## config.mk

```make
export PLATFORM = sky130hd
export DESIGN_NAME = spi_slave
export DESIGN_NICKNAME = d
export VERILOG_FILES = /design/src/rtl/spi_slave.sv
export SDC_FILE = /design/constraint.sdc
export NUM_CORES = 1
export LEC_CHECK = 0
export CORE_AREA = 4 4 148 150
export DETAILED_ROUTE_END_ITERATION = 10
export DIE_AREA = 0 0 152 154
export DONT_BUFFER_PORTS = 1
export MAX_ROUTING_LAYER = met4
export SETUP_SLACK_MARGIN = 0.1
export SLEW_MARGIN = 25
export SYNTH_ARGS = -nofsm -noshare
export SYNTH_HDL_FRONTEND = slang
export SYNTH_SLANG_ARGS = --single-unit
```

## constraint.sdc

```tcl
create_clock -name clk_i -period 4.2 [get_ports clk_i]
set_clock_uncertainty 0.15 [all_clocks]
set_input_delay 0.84 -clock clk_i [delete_from_list [all_inputs] [get_ports clk_i]]
set_output_delay 0.84 -clock clk_i [all_outputs]
set_load 0.02 [all_outputs]
```

## src/rtl/spi_slave.sv

```systemverilog
// spi_slave: mode-configurable SPI slave.
// SCK, NSS and MOSI are resynchronised into clk_i, and SCK edges are found
// by comparing against a delayed copy. Words are 8/16/24/32 bits long and
// can be sent MSB-first or LSB-first.
// SPI_SLAVE_IRQ_EN: when defined, irq_o is a sticky flag. It is set by
// rx_valid_o or tx_udr_o and cleared by irq_clr_i. When the macro is not
// defined, irq_o is tied low.
module spi_slave #(
    parameter int SYNC_STAGES = 2
) (
    input  logic        clk_i,
    input  logic        rst_n_i,
    input  logic        cfg_cpol_i,
    input  logic        cfg_cpha_i,
    input  logic        cfg_lsb_i,
    input  logic [1:0]  cfg_len_i,
    input  logic [31:0] tx_data_i,
    input  logic        tx_valid_i,
    output logic        tx_ready_o,
    output logic [31:0] rx_data_o,
    output logic        rx_valid_o,
    output logic        tx_udr_o,
    output logic        busy_o,
    input  logic        spi_sck_i,
    input  logic        spi_nss_i,
    input  logic [3:0]  spi_io_in_i,
    output logic [3:0]  spi_io_out_o,
    output logic [3:0]  spi_io_en_o,
    output logic        irq_o,
    input  logic        irq_clr_i
);

    typedef enum logic [1:0] {
        ST_IDLE  = 2'd0,
        ST_LOAD  = 2'd1,
        ST_SHIFT = 2'd2
    } state_e;

    state_e                 state_q;
    logic [SYNC_STAGES-1:0] sck_sync_q;
    logic [SYNC_STAGES-1:0] nss_sync_q;
    logic [SYNC_STAGES-1:0] mosi_sync_q;
    logic                   sck_prev_q;
    logic                   nss_prev_q;
    logic                   nss_armed_q;
    logic                   cpol_q;
    logic                   cpha_q;
    logic                   lsb_q;
    logic [1:0]             len_q;
    logic [31:0]            tx_sr_q;
    logic [31:0]            rx_sr_q;
    logic [31:0]            rx_data_q;
    logic [5:0]             cnt_q;
    logic                   miso_q;
    logic                   en_q;
    logic                   busy_q;
    logic                   tx_ready_q;
    logic                   tx_udr_q;
    logic                   rx_valid_q;

    logic        sck_s, nss_s, mosi_s;
    logic        sck_rise_s, sck_fall_s, lead_s, trail_s;
    logic        sample_s, shift_s, nss_fall_s, word_done_s;
    logic [2:0]  words_s, load_words_s;
    logic [5:0]  nbits_s, load_nbits_s, rx_shamt_s, load_shamt_s;
    logic [31:0] tx_word_s, tx_align_s, tx_shifted_s, rx_shifted_s, rx_word_d;
    logic        tx_first_s, tx_cur_s, tx_next_s;
    logic        unused_s;

    // Resynchronise the asynchronous SPI pins into clk_i.
    always_ff @(posedge clk_i or negedge rst_n_i) begin
        if (!rst_n_i) begin
            sck_sync_q  <= {SYNC_STAGES{1'b0}};
            nss_sync_q  <= {SYNC_STAGES{1'b0}};
            mosi_sync_q <= {SYNC_STAGES{1'b0}};
        end else begin
            sck_sync_q  <= {sck_sync_q[SYNC_STAGES-2:0], spi_sck_i};
            nss_sync_q  <= {nss_sync_q[SYNC_STAGES-2:0], spi_nss_i};
            mosi_sync_q <= {mosi_sync_q[SYNC_STAGES-2:0], spi_io_in_i[0]};
        end
    end

    assign sck_s  = sck_sync_q[SYNC_STAGES-1];
    assign nss_s  = nss_sync_q[SYNC_STAGES-1];
    assign mosi_s = mosi_sync_q[SYNC_STAGES-1];

    // Leading edge moves SCK away from its idle level; CPHA picks which edge samples.
    assign sck_rise_s = sck_s & ~sck_prev_q;
    assign sck_fall_s = ~sck_s & sck_prev_q;
    assign lead_s     = cpol_q ? sck_fall_s : sck_rise_s;
    assign trail_s    = cpol_q ? sck_rise_s : sck_fall_s;
    assign sample_s   = cpha_q ? trail_s : lead_s;
    assign shift_s    = cpha_q ? lead_s : trail_s;
    // A falling edge counts only after NSS has been seen high since reset.
    assign nss_fall_s = nss_prev_q & ~nss_s;

    // Word length in bits for the latched and for the incoming configuration.
    assign words_s      = {1'b0, len_q} + 3'd1;
    assign nbits_s      = {words_s, 3'b000};
    assign load_words_s = {1'b0, cfg_len_i} + 3'd1;
    assign load_nbits_s = {load_words_s, 3'b000};
    assign rx_shamt_s   = 6'd32 - nbits_s;
    assign load_shamt_s = 6'd32 - load_nbits_s;
    assign word_done_s  = (cnt_q == nbits_s);

    // MSB-first words are left-justified so the outgoing bit is always bit 31.
    assign tx_word_s    = tx_valid_i ? tx_data_i : 32'd0;
    assign tx_align_s   = cfg_lsb_i ? tx_word_s : (tx_word_s << load_shamt_s);
    assign tx_first_s   = cfg_lsb_i ? tx_align_s[0] : tx_align_s[31];
    assign tx_cur_s     = lsb_q ? tx_sr_q[0] : tx_sr_q[31];
    assign tx_next_s    = lsb_q ? tx_sr_q[1] : tx_sr_q[30];
    assign tx_shifted_s = lsb_q ? {1'b0, tx_sr_q[31:1]} : {tx_sr_q[30:0], 1'b0};

    // LSB-first bits enter at the top and are right-aligned when the word completes.
    assign rx_shifted_s = lsb_q ? {mosi_s, rx_sr_q[31:1]} : {rx_sr_q[30:0], mosi_s};
    assign rx_word_d    = lsb_q ? (rx_sr_q >> rx_shamt_s) : rx_sr_q;

    // Transfer state machine with shift registers and registered outputs.
    always_ff @(posedge clk_i or negedge rst_n_i) begin
        if (!rst_n_i) begin
            state_q     <= ST_IDLE;
            sck_prev_q  <= 1'b0;
            nss_prev_q  <= 1'b0;
            nss_armed_q <= 1'b0;
            cpol_q      <= 1'b0;
            cpha_q      <= 1'b0;
            lsb_q       <= 1'b0;
            len_q       <= 2'd0;
            tx_sr_q     <= 32'd0;
            rx_sr_q     <= 32'd0;
            rx_data_q   <= 32'd0;
            cnt_q       <= 6'd0;
            miso_q      <= 1'b0;
            en_q        <= 1'b0;
            busy_q      <= 1'b0;
            tx_ready_q  <= 1'b0;
            tx_udr_q    <= 1'b0;
            rx_valid_q  <= 1'b0;
        end else begin
            sck_prev_q  <= sck_s;
            nss_prev_q  <= nss_s;
            nss_armed_q <= nss_armed_q | nss_s;
            busy_q      <= ~nss_s & nss_armed_q;
            en_q        <= ~nss_s & nss_armed_q;
            tx_ready_q  <= 1'b0;
            tx_udr_q    <= 1'b0;
            rx_valid_q  <= 1'b0;
            if (nss_s) begin
                // Deselect: drop any partial word and release MISO.
                state_q <= ST_IDLE;
                cnt_q   <= 6'd0;
                rx_sr_q <= 32'd0;
                tx_sr_q <= 32'd0;
                miso_q  <= 1'b0;
            end else begin
                case (state_q)
                    ST_IDLE: begin
                        if (nss_fall_s) begin
                            state_q <= ST_LOAD;
                        end else begin
                            state_q <= ST_IDLE;
                        end
                    end
                    ST_LOAD: begin
                        cpol_q     <= cfg_cpol_i;
                        cpha_q     <= cfg_cpha_i;
                        lsb_q      <= cfg_lsb_i;
                        len_q      <= cfg_len_i;
                        tx_sr_q    <= tx_align_s;
                        miso_q     <= tx_first_s;
                        rx_sr_q    <= 32'd0;
                        cnt_q      <= 6'd0;
                        tx_ready_q <= tx_valid_i;
                        tx_udr_q   <= ~tx_valid_i;
                        state_q    <= ST_SHIFT;
                    end
                    ST_SHIFT: begin
                        if (word_done_s) begin
                            rx_data_q  <= rx_word_d;
                            rx_valid_q <= 1'b1;
                            state_q    <= ST_LOAD;
                        end else begin
                            if (sample_s) begin
                                rx_sr_q <= rx_shifted_s;
                                cnt_q   <= cnt_q + 6'd1;
                            end
                            // In CPHA=0 the trailing edge left over from the previous
                            // word arrives before any sample; it must not shift.
                            if (shift_s && (cpha_q || (cnt_q != 6'd0))) begin
                                miso_q  <= cpha_q ? tx_cur_s : tx_next_s;
                                tx_sr_q <= tx_shifted_s;
                            end
                        end
                    end
                    default: begin
                        state_q <= ST_IDLE;
                    end
                endcase
            end
        end
    end

`ifdef SPI_SLAVE_IRQ_EN
    logic irq_q;

    // Sticky interrupt flag; a new event wins over a simultaneous clear.
    always_ff @(posedge clk_i or negedge rst_n_i) begin
        if (!rst_n_i) begin
            irq_q <= 1'b0;
        end else if (rx_valid_q || tx_udr_q) begin
            irq_q <= 1'b1;
        end else if (irq_clr_i) begin
            irq_q <= 1'b0;
        end else begin
            irq_q <= irq_q;
        end
    end

    assign irq_o    = irq_q;
    assign unused_s = ^spi_io_in_i[3:1];
`else
    assign irq_o    = 1'b0;
    assign unused_s = ^{spi_io_in_i[3:1], irq_clr_i};
`endif

    assign tx_ready_o   = tx_ready_q;
    assign tx_udr_o     = tx_udr_q;
    assign rx_valid_o   = rx_valid_q;
    assign rx_data_o    = rx_data_q;
    assign busy_o       = busy_q;
    assign spi_io_out_o = {2'b00, miso_q, 1'b0};
    assign spi_io_en_o  = {2'b00, en_q, 1'b0};

endmodule

```

-- Word level (Yosys, flattened, before mapping)
Cells that the tools add are included.
- add/sub/neg operators: 5
- eq/ne operators: 7
- shift-type cells: 2
- mux-type cells: 40
- bitwise gates (word level): 9
- reduce and logical (&&, ||, !) cells: 9
- operators with widths (cell ; count):
    $mux W32 ; 11
    $pmux W32 S2 ; 2
    $shl A32 B6 Y32 ; 1
    $shr A32 B6 Y32 ; 1
    $mux W1 ; 19
    $mux W6 ; 3
    $ne A3 B3 Y1 const B ; 4
    $pmux W6 S2 ; 1
    $sub A6 B6 Y6 const A ; 2
    $reduce_and A3 Y1 ; 3
    $add A2 B1 Y3 const B ; 2
    $add A6 B1 Y6 const B ; 1
    $eq A6 B6 Y1 ; 1
    $pmux W2 S3 ; 1
    $reduce_bool A6 Y1 ; 1
    $and A1 B1 Y1 ; 4
    $mux W2 ; 2
    $not A1 Y1 ; 4
    $reduce_bool A3 Y1 ; 1
    $eq A2 B1 Y1 const B ; 1
    $eq A2 B2 Y1 const B ; 1
    $logic_not A2 Y1 ; 1
    $pmux W1 S2 ; 1
    $reduce_and A2 Y1 ; 1
    other kinds (3) ; 3
- flip-flop bits (word level): 123
- input port bits: 47
- output and inout bits: 45
- word-level logic and storage cells: 92

-- Longest topological paths before layout
Gate-level depths: netlist of the first run.
- depth after elaboration: 9
- mapped depth: 9
- gate-level depth less buffers: 8

-- Worst setup path after synthesis of the first run
Ideal clock, no wire load.
- path type: input-to-reg
- start: in cfg_len_i[0]
- end: reg tx_sr_q[29]
- library setup time: 0.134 ns
- arrival time: 2.016 ns
- required time: 3.916 ns
- setup slack: 1.900 ns
- stages: 7
- buffers on the path: 3
- cell sequence: a21o_1 -> buf_4 -> and3_1 -> clkbuf_1 -> buf_2 -> a222oi_1 -> o31ai_1
- word-level cells in the longest chain between the ends: 6
- RTL lines (what ; line ; RTL):
    start: declaration ; 16 ; input logic [1:0] cfg_len_i,
    $add A2 B1 Y3 ; 100 ; assign load_words_s = {1'b0, cfg_len_i} + 3'd1;
    $sub A6 B6 Y6 ; 103 ; assign load_shamt_s = 6'd32 - load_nbits_s;
    $shl A32 B6 Y32 ; 108 ; assign tx_align_s = cfg_lsb_i ? tx_word_s : (tx_word_s << load_shamt_s);
    $mux W32 ; 108 ;
    $pmux W32 S2 ; 156 ; case (state_q)
    $mux W32 ; 148 ; if (nss_s) begin
    end signal: assignment ; 169 ; tx_sr_q <= tx_align_s;
    end signal: assignment ; 191 ; tx_sr_q <= tx_shifted_s;
    end: declaration ; 50 ; logic [31:0] tx_sr_q;
No other way between the ends.
A chain may end at the register's enable or synchronous reset.

-- Worst setup path after layout of the first run
- start: reg len_q[0]
- end: reg tx_sr_q[24]
- word-level cells in the longest chain between the ends: 4
- RTL lines (what ; line ; RTL):
    start: declaration ; 49 ; logic [1:0] len_q;
    start signal: assignment ; 168 ; len_q <= cfg_len_i;
    $add A2 B1 Y3 ; 98 ; assign words_s = {1'b0, len_q} + 3'd1;
    $eq A6 B6 Y1 ; 104 ; assign word_done_s = (cnt_q == nbits_s);
    $ne A3 B3 Y1 (no source line) ; -- ;
    $reduce_and A3 Y1 (no source line) ; -- ;
No other way between the ends.

==> results of run 1 <==
==> worst paths after layout <==
path / start / endpoint / slack, ns / cells past startpoint
max: len_q[0] / tx_sr_q[24] / 1.22 / 8
min: nss_sync_q[0] / nss_sync_q[1] / 0.20 / 0
max reg2reg: len_q[0] / tx_sr_q[24] / 1.22 / 8
min reg2reg: nss_sync_q[0] / nss_sync_q[1] / 0.20 / 0
max in group asynchronous: rst_n_i / lsb_q / 3.17 / 1
min in group asynchronous: rst_n_i / rx_data_o[28] / 0.24 / 1
==> flip-flops by register name (all words and copies together) (netlist names), 6 cells and up <==
| register | flops |
|---|---|
| cnt_q | 6 |
| rx_data_o | 32 |
| rx_sr_q | 32 |
| tx_sr_q | 32 |
==> cell usage in the layout, fill, tap and decap left out, types with 3 or more instances in the layout <==
master,Yosys,layout
a2111oi_2,7,7
a21o_1,12,12
a21oi_1,34,34
a221oi_1,16,16
a222oi_1,7,7
a22oi_1,9,9
buf_4,13,10
bufinv_16,0,3
clkbuf_1,24,3
clkbuf_16,0,17
clkinv_2,0,4
clkinvlp_4,0,4
conb_1,1,7
dfrtp_1,123,122
ha_1,3,3
inv_1,5,5
mux2_2,9,9
mux2i_1,81,81
nand2_1,115,115
nand2b_1,5,5
nand3_1,11,11
nor2_1,49,49
nor2b_1,7,6
nor3_1,10,10
nor3b_1,3,3
nor4_1,3,3
o21ai_0,38,38
o21ai_1,8,8
o22ai_1,10,10
o31ai_1,47,47
xnor2_1,4,4
xor2_1,3,3
==> stage by stage <==
| stage | worst slack, ns | hold WS [ns] | total power [mW] | util (%) | cells |
|---|---|---|---|---|---|
| final | 1.22 | 0.198 | 3.98 | 36.5 | 969 |
| after global routing | 0.972 | 0.205 | 4.20 | 36.5 | 969 |
| after CTS | 1.19 | 0.201 | 4.03 | 36.5 | 969 |
| after detailed placement | 1.22 | 0.186 | 2.52 | 33.5 | 936 |
| after global placement | 1.22 | 0.184 | 2.51 | 33.5 | 936 |
| after floorplan | 1.90 | 0.181 | 2.35 | - | 716 |
==> power by group through the flow <==
stage / Clock, mW / Combinational, mW / Sequential (mW)
2_1_floorplan: 0 / 0.849 / 1.50
3_3_place_gp: 0 / 0.885 / 1.62
3_5_place_dp: 0 / 0.894 / 1.63
4_1_cts: 1.50 / 0.925 / 1.61
5_1_grt: 1.56 / 1.02 / 1.63
6_report: 1.46 / 0.918 / 1.60
==> cells by family after synthesis <==
| logic type | Yosys count |
|---|---|
| AO/OA/AOI/OAI | 199 |
| XOR/XNOR | 7 |
| adder cells (fa/ha/maj) | 3 |
| buffers and inverters | 73 |
| flip-flops | 123 |
| multiplexers | 91 |
| other | 1 |
| AND/OR/NAND/NOR | 213 |
==> per-layer routing <==
layer	global-route usage (%)	wire length [um]	share of wire (%)	up-vias
li1	-	-	-	2525
met1	20.3	7920	46	2504
met2	22.5	7850	45	164
met3	4.53	1200	7.0	20
met4	5.22	292	1.7	0
met5	-	0	0	-
==> cell type report <==
type                       instances  area (um2)  share of cell area, %
clock buffer                      20         437                   5.79
clock inverter                    12         149                   1.97
inverter                           7        26.3                  0.348
multi-input combinational        520        3380                   44.8
sequential                       123        3080                   40.9
tap                              275         344                   4.56
timing repair buffer              12         123                   1.63
==> worst max-delay path, stage by stage (launching register included) <==
cell	delay [ns]
dfrtp_1	0.38
ha_1	0.29
buf_4	0.20
xor2_1	0.19
o41ai_4	0.46
a32o_2	0.82
buf_12	0.25
nand2_1	0.08
o31ai_1	0.06
==> flow_metrics.env, run 1 <==
export IMPL_outcome="finished, final reports clean"
export IMPL_clockBufferDepth=2
export IMPL_insertedDiodeCount=0
export IMPL_pwr_share_clk_pct=36.7
export IMPL_yosys_top_cells_count="dfrtp_1 (123), nand2_1 (115), mux2i_1 (81)"
export IMPL_fin_area_um2=7540
export IMPL_ys_types=53
export IMPL_place_area_um2=6930
export IMPL_leakagePower_nw=3.19
export IMPL_synth_compound_area_share_pct=20.5
export IMPL_synth_top_area_share_pct=44.9
export IMPL_worstPathRequired_ns=4.37
export IMPL_synth_cells=710
export IMPL_synth_xor_area_share_pct=0.894
export IMPL_ir_drop_v=0.000326
export IMPL_postRouteAntennaNets=0
export IMPL_critPathArrivalTime_ns=3.16
export IMPL_core_area_um2=20700
export IMPL_intPower_mw=2.62
export IMPL_finalSetupViolCount=0
export IMPL_start_util_pct=33.2
export IMPL_drc=0
export IMPL_via_per_inst=5.38
export IMPL_synth_area_mux_share_pct=13.6
export IMPL_row_count=53
export IMPL_hp_class="reg -> reg"
export IMPL_grt_usage_pct=15.3
export IMPL_syn_area_um2=6860
export IMPL_crit_type="reg -> reg"
export IMPL_finalWirelength_mm=17.3
export IMPL_die_area_um2=23400
export IMPL_synth_flop_cell="dfrtp_1"
export IMPL_hold_viol_final=0
export IMPL_p_per_area_nw_per_um2=527
export IMPL_holdBufCountCts=1
export IMPL_synthSimpleGateAreaFrac_pct=13.4
export IMPL_cts_buffers=17
export IMPL_ys_ff_latch=123
export IMPL_worst_pin_slew_ns=0.975
export IMPL_nFillCells=2118
export IMPL_grt_pass1_vias=5119
export IMPL_cts_setup_buffers=0
export IMPL_final_max_slew_violation_count=0
export IMPL_cts_clk_slew_worst_paths_ns=0.05
export IMPL_relSlewSlack_pct=34.8
export IMPL_cts_root_buffer_cell="clkbuf_16"
export IMPL_drt_pass1_iter_count=5
export IMPL_htreeDepth=4
export IMPL_synth_top_family_by_area="compound AO/OA/AOI/OAI gates"
export IMPL_antenna_found_initial=0
export IMPL_yosysWarnings=0
export IMPL_period_share_pct=71.1
export IMPL_crit_path_start_kind="register"
export IMPL_grt_max_degree=124
export IMPL_port_buffers=0
export IMPL_maxCapViolations=0
export IMPL_tritoncts="built"
export IMPL_power_frac_comb_pct=23.1
export IMPL_synth_seq_area_share_pct=44.9
export IMPL_synthAdderAreaFrac_pct=0.547
export IMPL_drive_gt1_share_pct=9.80
export IMPL_fin_nets=731
export IMPL_yosysTopAreaCell="dfrtp_1"
export IMPL_grt_pass1_wl_mm=28.3
export IMPL_place_hpwl_mm=11.4
export IMPL_ios=92
export IMPL_synth_area_top_cells="dfrtp_1 (45%), mux2i_1 (12%), nand2_1 (6.3%), o31ai_1 (5.1%), o21ai_0 (2.8%)"
export IMPL_async_reset_ff_share_pct=100
export IMPL_critical_path_max_fanout=39
export IMPL_rsz0062_at_grt="false"
export IMPL_final_setup_tns_ns=0
export IMPL_clock_sinks=123
export IMPL_pwr_share_seq_pct=40.2
export IMPL_clock_latency_ns=0.42
export IMPL_finalCriticalPeriod_ns=2.98
export IMPL_fmax_mhz=335
export IMPL_switching_share_pct=34.2
export IMPL_gp_congestion=0.830
export IMPL_ctsResizeCount=0
export IMPL_post_synth_top_count_cell="dfrtp_1"
export IMPL_vias=5213
export IMPL_die_w_um=152
export IMPL_area_growth_synth_to_final_pct=9.96
export IMPL_grt_overflow=0
export IMPL_synth_edf_count=0
export IMPL_syn_avg_cell_area_um2=9.66
export IMPL_cp_end_kind="register"
export IMPL_switching_power_mw=1.36
export IMPL_drt_iter0_markers=413
export IMPL_wl_per_cell_um=17.8
export IMPL_fp_dieH_um=154
Note: power is estimated with default switching activity, not from simulation.
==> run 2, diff against run 1 <==
- clock period: 4.2 -> 2.8 ns (I/O delays scaled with it)
==> flow_metrics.env, run 2 (synthesis gave the netlist of run 1 again) <==
export IMPL_outcome="complete, but fails checks"
export IMPL_violations="hold timing"
export IMPL_die_w_um=152
export IMPL_clockBufferDepth=2
export IMPL_hold_viol_final=123
export IMPL_clock_latency_ns=0.42
export IMPL_grt_usage_pct=15.4
export IMPL_cts_clk_slew_worst_paths_ns=0.06
export IMPL_finalCriticalPeriod_ns=2.43
export IMPL_core_area_um2=20700
export IMPL_switching_share_pct=33.7
export IMPL_power_frac_comb_pct=23.7
export IMPL_critical_path_max_fanout=66
export IMPL_insertedDiodeCount=0
export IMPL_cts_setup_buffers=0
export IMPL_fin_ws_ns=0.367
export IMPL_cts_root_buffer_cell="clkbuf_16"
export IMPL_drc=0
export IMPL_htreeDepth=4
export IMPL_final_max_slew_violation_count=0
export IMPL_grt_max_degree=124
export IMPL_wl_per_cell_um=17.7
export IMPL_crit_path_start_kind="register"
export IMPL_drt_iter0_markers=367
export IMPL_hp_class="in -> async"
export IMPL_place_hpwl_mm=11.5
export IMPL_start_util_pct=33.2
export IMPL_fmax_mhz=411
export IMPL_area_growth_synth_to_final_pct=10.9
export IMPL_intPower_mw=3.98
export IMPL_switching_power_mw=2.02
export IMPL_grt_pass1_vias=5073
export IMPL_clock_sinks=123
export IMPL_drive_gt1_share_pct=10.6
export IMPL_nFillCells=2106
export IMPL_gp_congestion=0.835
export IMPL_critPathArrivalTime_ns=2.59
export IMPL_multiInputGateArea_um2=3390
export IMPL_cp_end_kind="register"
export IMPL_layout_commonest_cell="dfrtp_1"
export IMPL_finalWirelength_mm=17.3
export IMPL_port_buffers=0
export IMPL_fin_nets=738
export IMPL_worstPathRequired_ns=2.96
export IMPL_cts_buffers=17
export IMPL_layout_common_cells="dfrtp_1 (122), nand2_1 (114), mux2i_1 (81)"
export IMPL_leakagePower_nw=3.22
export IMPL_maxCapViolations=0
export IMPL_via_per_inst=5.41
export IMPL_grt_overflow=0
export IMPL_relSlewSlack_pct=49.1
export IMPL_period_share_pct=86.9
export IMPL_final_setup_tns_ns=0
export IMPL_whs_ns=-0.312
export IMPL_die_area_um2=23400
export IMPL_fp_dieH_um=154
export IMPL_antenna_found_initial=0
export IMPL_worst_pin_slew_ns=0.758
export IMPL_ir_drop_v=0.000475
export IMPL_grt_pass1_wl_mm=28.5
export IMPL_seq_area_um2=3080
export IMPL_drt_pass1_iter_count=8
export IMPL_crit_type="reg -> reg"
export IMPL_pwr_share_clk_pct=37.1
export IMPL_place_ws_ns=0.270
export IMPL_rsz0062_at_grt="false"
export IMPL_pwr_share_seq_pct=39.2
export IMPL_p_per_area_nw_per_um2=788
export IMPL_vias=5276
export IMPL_tritoncts="built"
export IMPL_row_count=53
export IMPL_postRouteAntennaNets=0
export IMPL_finalSetupViolCount=0
export IMPL_ios=92
run 2: changes by cell type in the layout (fill, tap and decap cells not counted), sizes merged:
cell,delta
dlygate4sd3,+3
clkinvlp,-1
buf,+4
run 2: per-layer routing:
metal  global-route usage, %  share of wire (%)  wire length [um]  vias up
li1                        -                  -                 -     2528
met1                    21.1                 47              8140     2553
met2                    22.0                 45              7750      175
met3                    4.95                6.6              1140       20
met4                    4.45                1.4               240        0
met5                       -                  0                 0        -
run 2: worst max-delay path: stages (launching register included):
cell and delay [ns]:
dfrtp_1 0.37, ha_1 0.32, xor2_1 0.18, o41ai_4 0.48, a32o_2 0.22, buf_12 0.27
a2111oi_0 0.12, a21o_1 0.18
run 2: metrics by stage:
step | area [um2] | instances | hold slack, ns | utilization (%) | total power [mW]
final | 7610 | 975 | -0.312 | 36.8 | 6.00
after global routing | 7610 | 975 | -0.347 | 36.8 | 6.34
after CTS | 7590 | 974 | -0.336 | 36.7 | 6.06
after detailed placement | 6980 | 941 | 0.119 | 33.7 | 3.80
after global placement | 6980 | 941 | 0.120 | 33.7 | 3.79
after floorplan | 6880 | 716 | 0.114 | - | 3.53
run 2: area by class of cell:
class	instances	share of cell area [%]
multi-input combinational	520	44.5
sequential	123	40.5
clock buffer	20	5.87
tap	275	4.52
timing repair buffer	19	2.30
clock inverter	11	1.92
inverter	7	0.395
run 2: power by group through the flow:
| stage | sequential, mW | clock, mW | combinational (mW) |
|---|---|---|---|
| final | 2.35 | 2.22 | 1.42 |
| after global routing | 2.39 | 2.38 | 1.56 |
| after CTS | 2.36 | 2.28 | 1.42 |
| after detailed placement | 2.40 | 0 | 1.41 |
| after global placement | 2.39 | 0 | 1.40 |
| after floorplan | 2.26 | 0 | 1.27 |
run 2: path summary, 6_finish.rpt:
kind	startpoint	to	slack, ns	cells past startpoint
min in group clk_i	tx_valid_i	tx_udr_o	0.07	1
min	rst_n_i	rx_data_o[29]	-0.31	0
max in group asynchronous	rst_n_i	tx_udr_o	2.59	0
min reg2reg	nss_sync_q[0]	nss_sync_q[1]	0.19	0
max	len_q[0]	tx_sr_q[8]	0.37	7
max reg2reg	len_q[0]	tx_sr_q[8]	0.37	7
run 2: timing repair:
action,in CTS,in global routing
hold buffers,2,1
gates resized for setup,0,2
setup endpoints to repair,0,19
endpoints found under the hold margin,125,124
==> run 3, diff against run 2 <==
- CORE_AREA: 4 4 148 150 -> 8 8 152 154
- DIE_AREA: 0 0 152 154 -> 0 0 160 162
==> flow_metrics.env, run 3 (synthesis gave the netlist of run 1 again) <==
export IMPL_cts_setup_buffers=0
export IMPL_area_growth_synth_to_final_pct=12.4
export IMPL_grt_pass1_vias=5070
export IMPL_crit_path_start_kind="register"
export IMPL_finalCriticalPeriod_ns=2.46
export IMPL_critPathArrivalTime_ns=2.61
export IMPL_clockBufferDepth=2
export IMPL_p_per_area_nw_per_um2=810
export IMPL_drt_iter0_markers=322
export IMPL_outcome="complete, but fails checks"
export IMPL_ctsResizeCount=0
export IMPL_crit_type="reg -> reg"
export IMPL_layout_common_cells="dfrtp_1 (122), nand2_1 (115), mux2i_1 (81)"
export IMPL_cts_buffers=17
export IMPL_die_w_um=160
export IMPL_grt_max_degree=124
export IMPL_relSlewSlack_pct=46.2
export IMPL_clock_sinks=123
export IMPL_wl_per_cell_um=18.0
export IMPL_ios=92
export IMPL_fp_dieH_um=162
export IMPL_htreeDepth=4
export IMPL_fin_ws_ns=0.342
export IMPL_insertedDiodeCount=0
export IMPL_cts_root_buffer_cell="clkbuf_16"
export IMPL_drive_gt1_share_pct=10.7
export IMPL_drt_pass1_iter_count=6
export IMPL_place_hpwl_mm=11.8
export IMPL_finalSetupViolCount=0
export IMPL_postRouteAntennaNets=0
export IMPL_violations="hold timing"
export IMPL_via_per_inst=5.39
export IMPL_place_ws_ns=0.347
export IMPL_fmax_mhz=407
export IMPL_hp_class="in -> async"
export IMPL_grt_pass1_wl_mm=28.6
export IMPL_drc=0
export IMPL_cp_end_kind="register"
export IMPL_start_util_pct=33.2
export IMPL_hold_viol_final=123
export IMPL_worstPathRequired_ns=2.95
export IMPL_tritoncts="built"
export IMPL_clock_latency_ns=0.41
export IMPL_finalWirelength_mm=17.6
export IMPL_maxCapViolations=0
export IMPL_worst_pin_slew_ns=0.801
export IMPL_critical_path_max_fanout=18
export IMPL_grt_overflow=0
export IMPL_vias=5269
export IMPL_fin_nets=740
export IMPL_period_share_pct=87.8
export IMPL_grt_usage_pct=14.1
export IMPL_final_max_slew_violation_count=0
export IMPL_gp_congestion=0.817
export IMPL_row_count=53
export IMPL_leakagePower_nw=3.28
export IMPL_layout_commonest_cell="dfrtp_1"
export IMPL_core_area_um2=20700
export IMPL_rsz0062_at_grt="false"
export IMPL_ir_drop_v=0.000541
export IMPL_port_buffers=0
export IMPL_final_setup_tns_ns=0
export IMPL_whs_ns=-0.310
export IMPL_cts_clk_slew_worst_paths_ns=0.06
export IMPL_die_area_um2=25900
export IMPL_antenna_found_initial=0
[run 3: cell types whose count changed in the layout (fill, tap and decap cells not counted), sizes merged]
cell and delta:
clkinv -3, buf +2, bufinv +2, clkbuf +1, clkinvlp -1, inv +1
[run 3: layout make-up]
| type | instances | area (um2) |
|---|---|---|
| Clock buffer | 21 | 470 |
| Clock inverter | 10 | 188 |
| Fill cell | 2086 | 13000 |
| Inverter | 7 | 26.3 |
| Multi-Input combinational cell | 520 | 3380 |
| Sequential cell | 123 | 3080 |
| Tap cell | 275 | 344 |
| Timing Repair Buffer | 21 | 215 |
[run 3: report_power, final]
part	switching (mW)	leakage [nW]	internal (mW)
combinational	0.850	1.30	0.584
sequential	0.370	1.66	1.98
clock	0.806	0.316	1.65
[run 3: worst max-delay path, stage by stage (launching register included)]
cell,delay (ns)
dfrtp_1,0.38
ha_1,0.33
xor2_1,0.27
nor4_1,0.12
nand2_1,0.12
buf_4,0.25
clkinv_1,0.42
nand3_1,0.24
nand2_1,0.07
[run 3: worst paths after layout]
| path | end | from | cells past startpoint | slack, ns |
|---|---|---|---|---|
| setup / recovery | rx_data_o[25] | len_q[0] | 8 | 0.34 |
| hold / removal | rx_valid_o | rst_n_i | 0 | -0.31 |
| setup reg to reg | rx_data_o[25] | len_q[0] | 8 | 0.34 |
| hold reg to reg | mosi_sync_q[1] | mosi_sync_q[0] | 0 | 0.19 |
| max in group asynchronous | tx_sr_q[29] | rst_n_i | 0 | 2.60 |
| min in group clk_i | tx_udr_o | tx_valid_i | 1 | 0.07 |
[run 3: per-stage QoR]
stage	instances	power (mW)	cell area [um2]	utilization, %	hold WS [ns]
2_1_floorplan	716	3.53	6880	-	0.114
3_3_place_gp	943	3.80	7020	33.9	0.121
3_5_place_dp	943	3.82	7020	33.9	0.119
4_1_cts	974	6.29	7680	37.1	-0.326
5_1_grt	977	6.55	7710	37.3	-0.337
6_report	977	6.24	7710	37.3	-0.310
[run 3: routing by layer]
metal	vias up	GRT usage, %	share of wire [%]
li1	2528	-	-
met1	2557	17.8	45
met2	166	20.6	46
met3	18	5.14	8.2
met4	0	4.42	1.2
met5	-	-	0
